`src/rtl/mips_pkg.sv`:
```
// Shared MIPS definitions: opcode/funct encodings, instruction field positions
// and the fetch-stage state type. The control unit imports the same constants.
package mips_pkg;

    localparam logic [5:0] RTYPE   = 6'b000000;
    localparam logic [5:0] SYSCALL = 6'b001100;
    localparam logic [5:0] ADD     = 6'b100000;

    // Bit positions of the instruction-word fields
    localparam int OPCODE_HI = 31;
    localparam int OPCODE_LO = 26;
    localparam int RS_HI     = 25;
    localparam int RS_LO     = 21;
    localparam int RT_HI     = 20;
    localparam int RT_LO     = 16;
    localparam int RD_HI     = 15;
    localparam int RD_LO     = 11;
    localparam int SHAMT_HI  = 10;
    localparam int SHAMT_LO  = 6;
    localparam int FUNCT_HI  = 5;
    localparam int FUNCT_LO  = 0;
    localparam int IMM_HI    = 15;
    localparam int TARGET_HI = 25;

    typedef enum logic [1:0] {
        FETCH,
        HOLD,
        HALT
    } fetch_state_t;

endpackage

```
`src/rtl/instruction_fetch_if.sv`:
```
// Instruction-memory read port: req/ready handshake with a word address and
// the returned instruction word.
interface instruction_fetch_if #(
    parameter int ADDR_W = 32
);
    logic              mem_req;
    logic [ADDR_W-1:0] mem_addr;
    logic              mem_ready;
    logic [31:0]       mem_rdata;

    modport master (
        output mem_req,
        output mem_addr,
        input  mem_ready,
        input  mem_rdata
    );

    modport slave (
        input  mem_req,
        input  mem_addr,
        output mem_ready,
        output mem_rdata
    );
endinterface

```
`src/rtl/instruction_fetch.sv`:
```
// Fetch stage: holds the PC, reads instruction memory, latches the word into IR
// and presents its decoded fields until the consumer accepts it.
module instruction_fetch
    import mips_pkg::*;
#(
    parameter int                ADDR_W   = 32,
    parameter logic [ADDR_W-1:0] PC_RESET = '0
) (
    input  logic                       clk,
    input  logic                       reset,
    instruction_fetch_if.master        mem,
    output logic                       inst_valid,
    input  logic                       inst_ack,
    input  logic                       halted,
    input  logic                       redirect_valid,
    input  logic [ADDR_W-1:0]          redirect_pc,
    output logic [ADDR_W-1:0]          pc_out,
    output logic [ADDR_W-1:0]          pc_plus4,
    output logic [5:0]                 opcode,
    output logic [5:0]                 funct,
    output logic [4:0]                 rs,
    output logic [4:0]                 rt,
    output logic [4:0]                 rd,
    output logic [4:0]                 shamt,
    output logic [15:0]                imm16,
    output logic [25:0]                target,
    output logic [31:0]                fetch_count,
    output logic                       is_halted
);

    fetch_state_t      state, state_next;
    logic [ADDR_W-1:0] pc, pc_next;
    logic [31:0]       ir;
    logic              capture;
    logic              accept;
    logic              mem_req_c;

    assign capture = (state == FETCH) && mem.mem_ready;
    assign accept  = (state == HOLD) && inst_ack;

    // NOTE: sequential state uses non-blocking assignments so every register
    // samples the pre-edge values, independent of statement order.
    always_ff @(posedge clk) begin
        if (reset) begin
            state <= FETCH;
        end else begin
            state <= state_next;
        end
    end

    // NOTE: every combinational output gets a default first, so no path through
    // the case leaves it unassigned and infers a latch.
    always_comb begin
        state_next = state;
        unique case (state)
            FETCH: if (mem.mem_ready) state_next = HOLD;
            HOLD:  if (inst_ack)      state_next = halted ? HALT : FETCH;
            HALT:                     state_next = HALT;
            default:                  state_next = FETCH;
        endcase
    end

    // The request is held off while reset is asserted so a stale read is dropped.
    always_comb begin
        mem_req_c  = 1'b0;
        inst_valid = 1'b0;
        is_halted  = 1'b0;
        unique case (state)
            FETCH:   mem_req_c  = !reset;
            HOLD:    inst_valid = 1'b1;
            HALT:    is_halted  = 1'b1;
            default: mem_req_c  = 1'b0;
        endcase
    end

    // Redirect targets are silently word-aligned rather than faulting.
    always_comb begin
        pc_next = pc_plus4;
        if (redirect_valid) begin
            pc_next = {redirect_pc[ADDR_W-1:2], 2'b00};
        end
    end

    always_ff @(posedge clk) begin
        if (reset) begin
            pc          <= PC_RESET;
            pc_out      <= PC_RESET;
            ir          <= '0;
            fetch_count <= '0;
        end else begin
            if (capture) begin
                ir     <= mem.mem_rdata;
                pc_out <= pc;
            end
            if (accept) begin
                fetch_count <= fetch_count + 32'd1;
                if (!halted) begin
                    pc <= pc_next;
                end
            end
        end
    end

    assign mem.mem_req  = mem_req_c;
    assign mem.mem_addr = pc;
    assign pc_plus4     = pc_out + ADDR_W'(4);

    assign opcode = ir[OPCODE_HI:OPCODE_LO];
    assign rs     = ir[RS_HI:RS_LO];
    assign rt     = ir[RT_HI:RT_LO];
    assign rd     = ir[RD_HI:RD_LO];
    assign shamt  = ir[SHAMT_HI:SHAMT_LO];
    assign funct  = ir[FUNCT_HI:FUNCT_LO];
    assign imm16  = ir[IMM_HI:0];
    assign target = ir[TARGET_HI:0];

endmodule

```
`src/flat_wrapper.sv`:
```
// flat-port wrapper written by rule: the top's interface ports become plain ports
module instruction_fetch_flat import mips_pkg::*;
#(
    parameter int                ADDR_W   = 32,
    parameter logic [ADDR_W-1:0] PC_RESET = '0
)
  (clk, reset, inst_valid, inst_ack, halted, redirect_valid, redirect_pc, pc_out, pc_plus4, opcode, funct, rs, rt, rd, shamt, imm16, target, fetch_count, is_halted, mem_mem_req, mem_mem_addr, mem_mem_ready, mem_mem_rdata);
  instruction_fetch_if #(.ADDR_W(ADDR_W)) mem_i ();
  input  logic clk;
  input  logic reset;
  output logic inst_valid;
  input  logic inst_ack;
  input  logic halted;
  input  logic redirect_valid;
  input  logic [ADDR_W-1:0] redirect_pc;
  output logic [ADDR_W-1:0] pc_out;
  output logic [ADDR_W-1:0] pc_plus4;
  output logic [5:0] opcode;
  output logic [5:0] funct;
  output logic [4:0] rs;
  output logic [4:0] rt;
  output logic [4:0] rd;
  output logic [4:0] shamt;
  output logic [15:0] imm16;
  output logic [25:0] target;
  output logic [31:0] fetch_count;
  output logic is_halted;
  output wire logic [$bits(mem_i.mem_req)-1:0] mem_mem_req;
  output wire logic [$bits(mem_i.mem_addr)-1:0] mem_mem_addr;
  input wire logic [$bits(mem_i.mem_ready)-1:0] mem_mem_ready;
  input wire logic [$bits(mem_i.mem_rdata)-1:0] mem_mem_rdata;
  assign mem_mem_req = mem_i.mem_req;
  assign mem_mem_addr = mem_i.mem_addr;
  assign mem_i.mem_ready = mem_mem_ready;
  assign mem_i.mem_rdata = mem_mem_rdata;
  instruction_fetch #(.ADDR_W(ADDR_W), .PC_RESET(PC_RESET)) u_core (.clk(clk), .reset(reset), .mem(mem_i), .inst_valid(inst_valid), .inst_ack(inst_ack), .halted(halted), .redirect_valid(redirect_valid), .redirect_pc(redirect_pc), .pc_out(pc_out), .pc_plus4(pc_plus4), .opcode(opcode), .funct(funct), .rs(rs), .rt(rt), .rd(rd), .shamt(shamt), .imm16(imm16), .target(target), .fetch_count(fetch_count), .is_halted(is_halted));
endmodule
```
`config.mk`:
```
export PLATFORM = sky130hd
export DESIGN_NAME = instruction_fetch_flat
export DESIGN_NICKNAME = d
export VERILOG_FILES = /design/src/rtl/mips_pkg.sv /design/src/rtl/instruction_fetch_if.sv /design/src/rtl/instruction_fetch.sv /design/src/flat_wrapper.sv
export SDC_FILE = /design/constraint.sdc
export NUM_CORES = 1
export LEC_CHECK = 0
export ABC_AREA = 1
export CORE_UTILIZATION = 44
export CTS_CLUSTER_SIZE = 14
export DETAILED_ROUTE_END_ITERATION = 6
export MAX_ROUTING_LAYER = met4
export PLACE_DENSITY = 0.84
export SYNTH_ARGS = -nofsm -noshare
export SYNTH_HDL_FRONTEND = slang
export SYNTH_SLANG_ARGS = --single-unit
```
`constraint.sdc`:
```
create_clock -name clk -period 2.1 [get_ports clk]
set_input_delay 0.42 -clock clk [delete_from_list [all_inputs] [get_ports clk]]
set_output_delay 0.42 -clock clk [all_outputs]
set_load 0.02 [all_outputs]
```
==> metrics.cfg <==
[cts]
clockBufferDepth = 2
clkSinkCount = 130
clk-insertion-delay-late_ns = 0.42
ctsHoldBuffers = 0
cts_made_buffers = 17
cts_tree = done
root_buffer = clkbuf_16
clk_pin_slew_ns = 0.06
htreeDepth = 4

[synthesis]
synth_cell_type_count = 31
ys_warn_count = 0
synthCells = 974
ys_seq_area_share_pct = 39.1
synth.avg_cell_area_um2 = 6.83
ys_ff_latch = 130
synth_fp_nets = 1046
synth_area_um2 = 6650

[sta]
max_clock_freq_ghz = 0.429
final_max_slew_viol_count = 0
fin_skew_ns = 0.00620
tightestPinTransition_ns = 0.388
min_period_ns = 2.33
rsz0062_at_grt = true
fin_setup_tns_ns = -2.77
post-route-period-util_pct = 111
setup_slack_ns = -0.229
finalHoldViolations = 0
relSlewSlack_pct = 74.1
setup_viol = 25

[finish]
mostFrequentLayoutCells = 240 x clkdlybuf4s50_1, 193 x nor2_1, 189 x nand2_1
area_growth_syn_to_layout_pct = 63.3
fin_nets = 1349
drive_gt1_share_pct = 20.2
fill_cells = 1123
fin_util_pct = 74.2
final_common_cell = clkdlybuf4s50_1

[grt]
grt_pass1_wl_um = 36500
overflow = 0
grt_max_degree = 77
antenna_found_initial = 1
grt_pass1_vias = 7117
grtUsageTotal_pct = 30.2

[detailed_routing]
viasPerCell = 5.17
detail-route-antenna-nets = 0
drc = 47
wl_um = 23300
num_vias = 7622
drt_iter0_drc = 536
wl_per_cell_um = 15.8
drt-pass1-iter-count = 7

[setup_path]
start_kind = register
crit_fanout = 5
crit_path_max_incr_delay_ns = 0.37
rr_worst_depth = 12
cp_cell_sequence = buf_6, nand2_4, nor2_4, nand2_4, nor2_4, buf_6, xor2_2, buf_6
cp_num_buf_inv = 3
timing.rr.end = u_core.mem.mem_addr[11]$_SDFFE_PP0P_
crit_path_frequent_cell = buf_6
cp-end-kind = primary output
crit_path_top_delay_cell = dfxtp_4
r2r_start = u_core.pc_out[3]$_SDFFE_PP0P_
crit_arrival_ns = 1.91
path_delay_family = simple AND/OR/NAND/NOR gates
cp.required_ns = 1.68
regToRegSetupSlack_ns = 0.19
crit_type = register to primary output

[pwr]
vdd_drop_max_uv = 585
power_density_nw_per_um2 = 728
leakage_uw = 0.00428

[run_status]
violations = DRC, setup timing
status = finished, violations left

[job]
drv_cap = 0

[floorplanning]
core-area_um2 = 14600
initial_core_util_pct = 45.4
core.rowCount = 44
boundaryPins = 275
die_w_um = 125
die_area_um2 = 15600
fp.dieH_um = 125

[hold_path]
whs_path_depth = 2
hold_path.class = register to register
worstHoldStart = u_core.ir[27]$_SDFFE_PP0P_
hold_end = u_core.ir[27]$_SDFFE_PP0P_

[placed_design]
post-dp-hpwl_um = 16000
io_buffers = 272
place_congestion = 0.929

-- metal layers --
metal	GRT usage (%)	wire [um]	vias up
met1	35.2	9250	3553
met4	15.6	841	0
met2	49.9	11500	331
li1	-	-	3682
met3	5.52	1700	56
met5	-	0	-
-- synthesized netlist by cell type --
library cell,count,area share [%]
buf_2,12,0.90
nor2_2,10,0.94
and3_1,2,0.19
a211oi_1,1,0.11
nand3_4,1,0.26
xnor2_1,4,0.53
nor2_1,204,12
o21ai_0,102,7.7
nand3_1,25,1.9
xor2_2,7,1.7
a31oi_1,5,0.47
nor3_1,3,0.23
and2_1,5,0.47
nand2_1,211,12
nand4_2,2,0.38
ha_1,2,0.38
xor2_1,6,0.79
nor2_4,14,2.4
nand2_2,8,0.75
nand3b_1,7,0.79
inv_1,50,2.8
o2111a_1,1,0.17
nand2_4,2,0.34
clkbuf_1,29,1.6
nor3_2,1,0.15
dfxtp_1,130,39
a21oi_1,82,6.2
buf_4,44,5.0
o21ai_1,1,0.075
nor4_1,1,0.094
o21a_1,2,0.23
-- timing repair --
item	4_1_cts	5_1_grt
endpoints found under the hold margin	0	0
resized for setup	203	39
pin swaps	35	29
setup buffers	15	7
endpoints found under the setup margin	31	28
-- how the worst max path moves through the flow --
stage          slack (ns)  cells past startpoint                     startpoint           end
5_1_grt             -0.29                      8  u_core.pc_out[3]$_SDFFE_PP0P_  pc_plus4[11]
4_1_cts             -0.19                      9  u_core.pc_out[3]$_SDFFE_PP0P_  pc_plus4[27]
6_report            -0.23                      8  u_core.pc_out[3]$_SDFFE_PP0P_  pc_plus4[11]
3_3_place_gp        -0.23                      9  u_core.pc_out[2]$_SDFFE_PP0P_  pc_plus4[28]
2_1_floorplan        0.12                      6  u_core.pc_out[3]$_SDFFE_PP0P_   pc_plus4[8]
3_5_place_dp        -0.27                      9  u_core.pc_out[2]$_SDFFE_PP0P_  pc_plus4[28]
-- power by group --
group	internal (uW)	switching [uW]	leakage, uW
clock	2380	1150	0.000333
combinational	794	856	0.00288
sequential	2600	123	0.00107
total	5780	2130	0.00428
-- registers in the layout, indices dropped and copies added, names as in the netlist --
name and count:
u_core.ir 32, u_core.fetch_count 32, u_core.pc_out 32, u_core.state 2, u_core.mem.mem_addr 32
-- worst reg2reg max path, stage by stage, from the launching register on --
cell	delay (ns)
dfxtp_4	0.37
buf_6	0.10
nand2_4	0.04
nor2_4	0.16
nand2_4	0.13
nor2_4	0.21
buf_6	0.14
xor2_2	0.19
buf_4	0.15
buf_4	0.09
buf_4	0.09
nand2_1	0.04
a21oi_1	0.14
-- logic make-up (layout without fill, tap and decap cells) --
family,Yosys count,in the layout,synth area share (%)
AND/OR/NAND/NOR,496,496,32.3
AO/OA/AOI/OAI,194,194,14.9
flip-flops,130,130,39.1
other,0,1,0
buffers and inverters,135,451,10.3
adder cells (fa/ha/maj),2,2,0.376
XOR/XNOR,17,17,3.03
-- area by class of cell --
class                           count  area, um^2  area share, %
Clock buffer                       19         443           4.08
Sequential cell                   130        2620           24.1
Inverter                           50         188           1.73
Clock inverter                     13         256           2.36
Multi-Input combinational cell    709        3590           33.0
Antenna cell                        1        2.50         0.0230
Timing Repair Buffer              369        3530           32.5
Tap cell                          184         230           2.12
-- stage by stage --
stage	setup WS [ns]	area (um^2)	std cells	power, uW	hold slack (ns)
after floorplan	0.117	6650	974	3550	0.554
after global placement	-0.233	9730	1421	4310	0.465
after detailed placement	-0.273	9730	1421	4330	0.476
after CTS	-0.189	10700	1468	7910	0.488
after global routing	-0.292	10900	1475	8170	0.516
final	-0.229	10900	1475	7900	0.481
No activity file was read; power rests on OpenSTA's default activity.
